===== config.mk =====
export PLATFORM = sky130hd
export DESIGN_NAME = avmm_regbank_ws
export DESIGN_NICKNAME = d
export VERILOG_FILES = /design/src/rtl/avmm_regbank_pkg.sv /design/src/rtl/avmm_ws_gen.sv /design/src/rtl/avmm_regbank_ws.sv
export SDC_FILE = /design/constraint.sdc
export NUM_CORES = 1
export LEC_CHECK = 0
export CORE_UTILIZATION = 29
export CTS_CLUSTER_SIZE = 28
export DETAILED_ROUTE_END_ITERATION = 16
export MAX_ROUTING_LAYER = met4
export PLACE_DENSITY_LB_ADDON = 0.05
export RECOVER_POWER = 25
export SLEW_MARGIN = 30
export SYNTH_ARGS = -nofsm -noshare
export SYNTH_HDL_FRONTEND = slang
export SYNTH_SLANG_ARGS = --single-unit

===== constraint.sdc =====
create_clock -name csi_clk -period 5 [get_ports csi_clk]
set_input_delay 1 -clock csi_clk [delete_from_list [all_inputs] [get_ports csi_clk]]
set_output_delay 1 -clock csi_clk [all_outputs]
set_load 0.02 [all_outputs]

===== src/rtl/avmm_regbank_pkg.sv =====
// Shared types and limits for the Avalon-MM register bank.
// Optional byte enables: define AVMM_REGBANK_BYTEEN_EN.
package avmm_regbank_pkg;

   typedef enum logic {
      IDLE,
      WAIT
   } state_t;

   localparam int WS_CNT_W = 4;
   localparam int MAX_WAIT = 15;

endpackage


===== src/rtl/avmm_ws_gen.sv =====
// Wait-state generator: stalls each transfer for WAIT_STATES cycles.
// Asserts done in the cycle where the transfer completes.
module avmm_ws_gen
   import avmm_regbank_pkg::*;
#(
   parameter int WAIT_STATES = 1
) (
   input  logic clk,
   input  logic rst,
   input  logic req,
   output logic waitrequest,
   output logic done
);

   localparam logic [WS_CNT_W-1:0] WS = WS_CNT_W'(WAIT_STATES);

   state_t              state;
   logic [WS_CNT_W-1:0] cnt;

   assign waitrequest = req & (cnt != WS);
   assign done        = req & (cnt == WS);

   // Count stall cycles; drop back to idle on completion or abandoned request.
   always_ff @(posedge clk or posedge rst) begin
      if (rst) begin
         state <= IDLE;
         cnt   <= '0;
      end else begin
         unique case (state)
            IDLE: begin
               if (req && (WS != '0)) begin
                  state <= WAIT;
                  cnt   <= WS_CNT_W'(1);
               end
            end
            WAIT: begin
               if (!req || (cnt == WS)) begin
                  state <= IDLE;
                  cnt   <= '0;
               end else begin
                  cnt <= cnt + 1'b1;
               end
            end
            default: begin
               state <= IDLE;
               cnt   <= '0;
            end
         endcase
      end
   end

endmodule


===== src/rtl/avmm_regbank_ws.sv =====
// Avalon-MM register bank with read-back, address decode and wait states.
// Optional byte enables: define AVMM_REGBANK_BYTEEN_EN.
module avmm_regbank_ws
   import avmm_regbank_pkg::*;
#(
   parameter int                DATA_W      = 32,
   parameter int                NUM_REGS    = 4,
   parameter int                ADDR_W      = 2,
   parameter int                WAIT_STATES = 1,
   parameter logic [DATA_W-1:0] RST_VAL     = '0
) (
   input  logic                       csi_clk,
   input  logic                       rsi_reset,
   input  logic [ADDR_W-1:0]          avs_s0_address,
   input  logic                       avs_s0_write,
   input  logic [DATA_W-1:0]          avs_s0_writedata,
`ifdef AVMM_REGBANK_BYTEEN_EN
   input  logic [DATA_W/8-1:0]        avs_s0_byteenable,
`endif
   input  logic                       avs_s0_read,
   output logic [DATA_W-1:0]          avs_s0_readdata,
   output logic                       avs_s0_waitrequest,
   output logic [NUM_REGS*DATA_W-1:0] coe_s0_Dout,
   output logic [NUM_REGS-1:0]        coe_s0_update
);

   logic [DATA_W-1:0] regs [NUM_REGS];
   logic              req;
   logic              done;
   logic              wr;

   assign req = avs_s0_read | avs_s0_write;
   assign wr  = avs_s0_write & done;

   avmm_ws_gen #(
      .WAIT_STATES(WAIT_STATES)
   ) u_ws (
      .clk        (csi_clk),
      .rst        (rsi_reset),
      .req        (req),
      .waitrequest(avs_s0_waitrequest),
      .done       (done)
   );

   // Commit completed writes to the addressed register and pulse its update.
   always_ff @(posedge csi_clk or posedge rsi_reset) begin
      if (rsi_reset) begin
         for (int i = 0; i < NUM_REGS; i++) regs[i] <= RST_VAL;
         coe_s0_update <= '0;
      end else begin
         coe_s0_update <= '0;
         for (int i = 0; i < NUM_REGS; i++) begin
            if (wr && (avs_s0_address == ADDR_W'(i))) begin
`ifdef AVMM_REGBANK_BYTEEN_EN
               for (int b = 0; b < DATA_W / 8; b++) begin
                  if (avs_s0_byteenable[b])
                     regs[i][8*b +: 8] <= avs_s0_writedata[8*b +: 8];
               end
               coe_s0_update[i] <= |avs_s0_byteenable;
`else
               regs[i]          <= avs_s0_writedata;
               coe_s0_update[i] <= 1'b1;
`endif
            end
         end
      end
   end

   // Read mux: only drives data in the completion cycle of a read.
   always_comb begin
      avs_s0_readdata = '0;
      for (int i = 0; i < NUM_REGS; i++) begin
         if (avs_s0_read && done && (avs_s0_address == ADDR_W'(i)))
            avs_s0_readdata = regs[i];
      end
   end

   // Flatten the register array onto the conduit.
   always_comb begin
      coe_s0_Dout = '0;
      for (int i = 0; i < NUM_REGS; i++)
         coe_s0_Dout[i*DATA_W +: DATA_W] = regs[i];
   end

endmodule


# [Word-level counts from Yosys, hierarchy flattened]
# Index checks and enable logic that the tools add are counted.
[op_classes] n_reduce_logical=12 eq_ne=6 addsub=1 n_mux=14 bitwise=5
[op_table] op="two-way mux 32 bit" count=4
[op_table] op="logical AND 1 bit" count=9
[op_table] op="two-way mux 4 bit" count=2
[op_table] op="one-hot mux 4 bit (2 select lines)" count=1
[op_table] op="two-way mux 1 bit" count=6
[op_table] op="adder 4 x 1 -> 4 bit (second input constant)" count=1
[op_table] op="== test 2 bit (second input constant)" count=2
[op_table] op="== test 4 x 1 -> 1 bit (second input constant)" count=1
[op_table] op="!= test 4 x 1 -> 1 bit (second input constant)" count=1
[op_table] op="bitwise AND 1 bit" count=3
[op_table] op="== test 2 x 1 -> 1 bit (second input constant)" count=1
[op_table] op="zero test 2 bit" count=1
[op_table] op="!= test 2 x 1 -> 1 bit (second input constant)" count=1
[op_table] op="one-hot mux 1 bit (2 select lines)" count=1
[op_table] op="zero test 1 bit" count=1
[op_table] op="logical OR 1 bit" count=1
[op_table] op="NOT 1 bit" count=1
[op_table] op="OR 1 bit" count=1
[word_totals] output_inout_bits=165 ff_bits=137 input_bits=38 elab_cells=45

# [Logic depth before layout (Yosys ltp)]
[logic_depth] depth_word=8 depth_mapped=7 mapped_depth_nobuf=6

# [Hierarchy]
# From an unflattened synthesis, not the netlist that was laid out.
[hier_totals] cells_unflattened=467 hier_area_um2=6288.5
[by_module_without_submodules] mod="avmm_regbank_ws" area_per_inst_um2=6014.5 cells_per_inst=440 n_inst=1 seq_area_each_um2=3303.2
[by_module_without_submodules] mod="avmm_ws_gen" area_per_inst_um2=274.0 cells_per_inst=27 n_inst=1 seq_area_each_um2=125.1

# [Least setup slack after synthesis]
# No wires, ideal clock.
[synth_path] kind="in2out" startpoint="input port avs_s0_address[0]" endpoint="output port avs_s0_readdata[10]" n_path_buf=2 cell_stages=5 required_time_ns=4.000 path_slack_ns=1.973 t_arrival_ns=2.027 cell_sequence="buf_4 buf_2 mux2i_1 nor3_1 a221o_1"
[synth_between] elab_chain_len=6 word_cells_on_any_way=12 cone_classes="3 x eq/ne; 4 x mux; 5 x reduce/logical"
[synth_rtl] element="from (decl)" line_no="avmm_regbank_ws.sv:14" source="input logic [ADDR_W-1:0] avs_s0_address,"
[synth_rtl] element="zero test 2 bit" line_no="avmm_regbank_ws.sv:73" source="if (avs_s0_read && done && (avs_s0_address == ADDR_W'(i)))"
[synth_rtl] element="logical AND 1 bit" line_no="avmm_regbank_ws.sv:73"
[synth_rtl] element="two-way mux 32 bit (3 in series)" line_no="avmm_regbank_ws.sv:73"
[synth_rtl] element="two-way mux 32 bit (*)" line_no="avmm_regbank_ws.sv:73"
[synth_rtl] element="to (decl)" line_no="avmm_regbank_ws.sv:21" source="output logic [DATA_W-1:0] avs_s0_readdata,"
# Every way passes the cells marked *; elsewhere a longest branch is shown, timed or not.

# [Final worst setup path]
[layout_path] startpoint="input port avs_s0_read" endpoint="output port avs_s0_readdata[5]"
[layout_between] elab_chain_len=8 word_cells_on_any_way=11 cone_classes="4 x mux; 2 x bitwise; 5 x reduce/logical"
[layout_rtl] element="from (decl)" line_no="avmm_regbank_ws.sv:20" source="input logic avs_s0_read,"
[layout_rtl] element="OR 1 bit" line_no="avmm_regbank_ws.sv:32" source="assign req = avs_s0_read | avs_s0_write;"
[layout_rtl] element="bitwise AND 1 bit" line_no="avmm_ws_gen.sv:21" source="assign done = req & (cnt == WS);"
[layout_rtl] element="logical AND 1 bit (*)" line_no="avmm_regbank_ws.sv:73"
[layout_rtl] element="logical AND 1 bit" line_no="avmm_regbank_ws.sv:73"
[layout_rtl] element="two-way mux 32 bit (3 in series)" line_no="avmm_regbank_ws.sv:73"
[layout_rtl] element="two-way mux 32 bit (*)" line_no="avmm_regbank_ws.sv:73"
# Marks and branches as above.

==> metrics.txt <==
status finished with violations; failing checks max-capacitance violations, max-slew violations; endpoints failing setup 0; share of the synthesized area in the top cell type 55.8%; Clock Path Buffers 2; max-cap violations 2; Distinct cells, synth 34; Sw Share 36.8%; Routed WL 18900 µm; vias in the first global route 4901; net count reported at finish 671; Fill cells 1872; cts hold-fix bufs 0; total number of vias 4480; worst setup path class in -> out; CTS clk-pin slew, worst paths 0.06 ns; Worst Max-Slew Pin Slew 3.27 ns; Seq/Total Area, Yosys 55.8%; Antenna Cells 0; RSZ-0062 raised after global routing false; grt total ovfl 0; register share of total power 32.6%; Synth Register Bits 137; FMAX 227 MHz; Max transition margin -118%; TritonCTS clock tree yes; fin crit period 4.41 ns; syn avg cell area 14.3 µm²; CTS resizes 0; combinational fraction of design power 46.5%; largest net degree at the start of global routing 85; PortBufs 202; H-Tree Depth 4; Seq. cell area 3430 µm²; synth top area cells dfrtp_1 56%, mux2_2 23%, mux2i_1 5.2%, a221o_1 5.1%, nor3_1 2.6%; synth warn 0; initial core utilization 30.0%; syn_nets 469; Detail Route Antenna Nets 0; DRT iter0 DRCs 132; DIE AREA 21800 µm²; Fin. Hold Viols 0; Hold Crit Class reg -> reg; first-pass GRT wire length 29400 µm; multi-input logic area 2510 µm²; Power Density 713 nW/µm²; Crit. End Element output port; Clock Skew 0.00896 ns; fraction of layout cells with a size suffix above 1 27.2%; area leader, netlist dfrtp_1; clock share of power 20.9%; Design Power 0.00645 W; Die Y 148 µm; Cell Area, Synth 6140 µm²; width of the die 148 µm; synth-to-layout area growth 47.2%; Worst Path Required 4.00 ns; TritonCTS buffer count 17; Top Ports 203; crit-path max FO 25; wire length per cell 20.7 µm; Mapped Cells 429; antenna violations before repair 0; All-Layer GR Usage 18.6%; Worst-Skew Late Latency 0.41 ns; via/cell ratio 4.90; Power Internal 0.00407 W; # rows 52; HPWL after DPL 12200 µm; Routability Congestion 0.783; Core Area 20500 µm²; CP arrival 3.41 ns; drt pass-1 iters 4; period utilization 88.1%; Total Neg Setup Slack 0 ns; Leakage Power 3.83 nW; VDD IR max 294 µV; Slew Limit Fails 119; critical path launch point type primary input; clock sinks 137; sw power 0.00237 W; DRC 0; Post-CTS Setup Inserts 0; CTS root buffer clkbuf_16
-- placed cells by master (no fill, tap or decap), drive strengths merged, types with 2 or more instances in the layout --
cell type / instances
nand2: 5
mux2i: 32
clkinv: 3
dfrtp: 137
buf: 13
mux2: 128
nand3b: 2
clkbuf: 19
ha: 2
o21ai: 3
nor2: 4
nor3b: 2
nor3: 32
bufinv: 4
clkdlybuf4s50: 199
clkinvlp: 3
inv: 9
a221o: 31
nand3: 3
-- metrics by stage --
stage | std cells | setup slack, ns | util, % | area (µm²) | hold WS (ns)
5_1_grt | 914 | 0.314 | 44.1 | 9040 | 0.549
2_1_floorplan | 429 | 0.332 | - | 6140 | 0.476
6_report | 914 | 0.594 | 44.1 | 9040 | 0.522
3_3_place_gp | 882 | 0.703 | 41.0 | 8410 | 0.511
3_5_place_dp | 882 | 0.674 | 41.1 | 8420 | 0.514
4_1_cts | 914 | 0.668 | 44.2 | 9050 | 0.522
-- synth_stat cells --
master       n
nand2_2      2
or3_1        1
o21ai_0      3
nand2_1      3
buf_2       15
and4bb_4     1
ha_1         2
dfrtp_1    137
inv_1        6
nand3_1      2
nand3b_1     1
o21bai_1     1
mux2i_1     32
mux2_1       4
mux2_2     124
o31a_1       1
nor3b_1      1
nor4b_1      1
nor2b_1      1
a221o_1     31
nor2_1       4
buf_6        9
a32o_1       1
clkbuf_1     5
nor3_1      32
nor3b_2      1
a21o_1       1
buf_4        1
o31ai_1      1
nand4bb_1    1
nand4b_1     1
nand3_4      1
nand3b_4     1
a21oi_1      1
-- kinds of logic after synthesis --
logic type / share of synthesized area [%]
compound gates: 6.05
fa+ha+maj: 0.407
buf+inv: 3.67
flops: 55.8
mux: 28.7
simple gates: 5.40
-- worst paths after layout --
kind	slack, ns	cells past startpoint	endpoint	start
min in group asynchronous	2.10	2	coe_s0_Dout[93]	rsi_reset
worst max-delay path	0.59	7	avs_s0_readdata[5]	avs_s0_read
max in group asynchronous	1.02	2	u_ws.cnt[2]	rsi_reset
worst min-delay path	0.52	1	u_ws.state	u_ws.state
worst max register to register	2.15	5	coe_s0_Dout[30]	u_ws.cnt[1]
worst min register to register	0.52	1	u_ws.state	u_ws.state
-- layout make-up --
cell class              instances  share of cell area, %
flip-flops and latches        137                   37.9
repair buffers                213                   23.3
inverters                       6                  0.249
well taps                     270                   3.74
clock buffers                  19                   4.90
multi-input cells             256                   27.8
clock inverters                13                   2.12
-- layer usage --
layer	track usage, %	wire [µm]	up-vias
li1	-	-	2015
met1	23.5	8590	2304
met2	29.8	9060	144
met3	4.29	1020	17
met4	5.46	223	0
met5	-	0	-
-- state kept, by name (all words and copies together), names as in the netlist --
| name | cells |
|---|---|
| u_ws.cnt | 4 |
| coe_s0_update | 4 |
| u_ws.state | 1 |
| coe_s0_Dout | 128 |
-- worst max-delay path, cell delays in order --
cell	delay, ns
dlygate4sd3_1	0.66
nand4bb_2	0.15
buf_4	0.23
nor2_4	0.31
buf_12	0.25
a221o_1	0.19
clkdlybuf4s50_1	0.60
-- power by group through the flow --
| stage | clock [W] | sequential, W | combinational (W) |
|---|---|---|---|
| after floorplan | 0 | 0.00267 | 0.000914 |
| after global placement | 0 | 0.00210 | 0.00300 |
| after detailed placement | 0 | 0.00213 | 0.00302 |
| after CTS | 0.00138 | 0.00211 | 0.00304 |
| after global routing | 0.00143 | 0.00219 | 0.00317 |
| final | 0.00134 | 0.00210 | 0.00300 |
No activity file was read; power rests on OpenSTA's default activity.
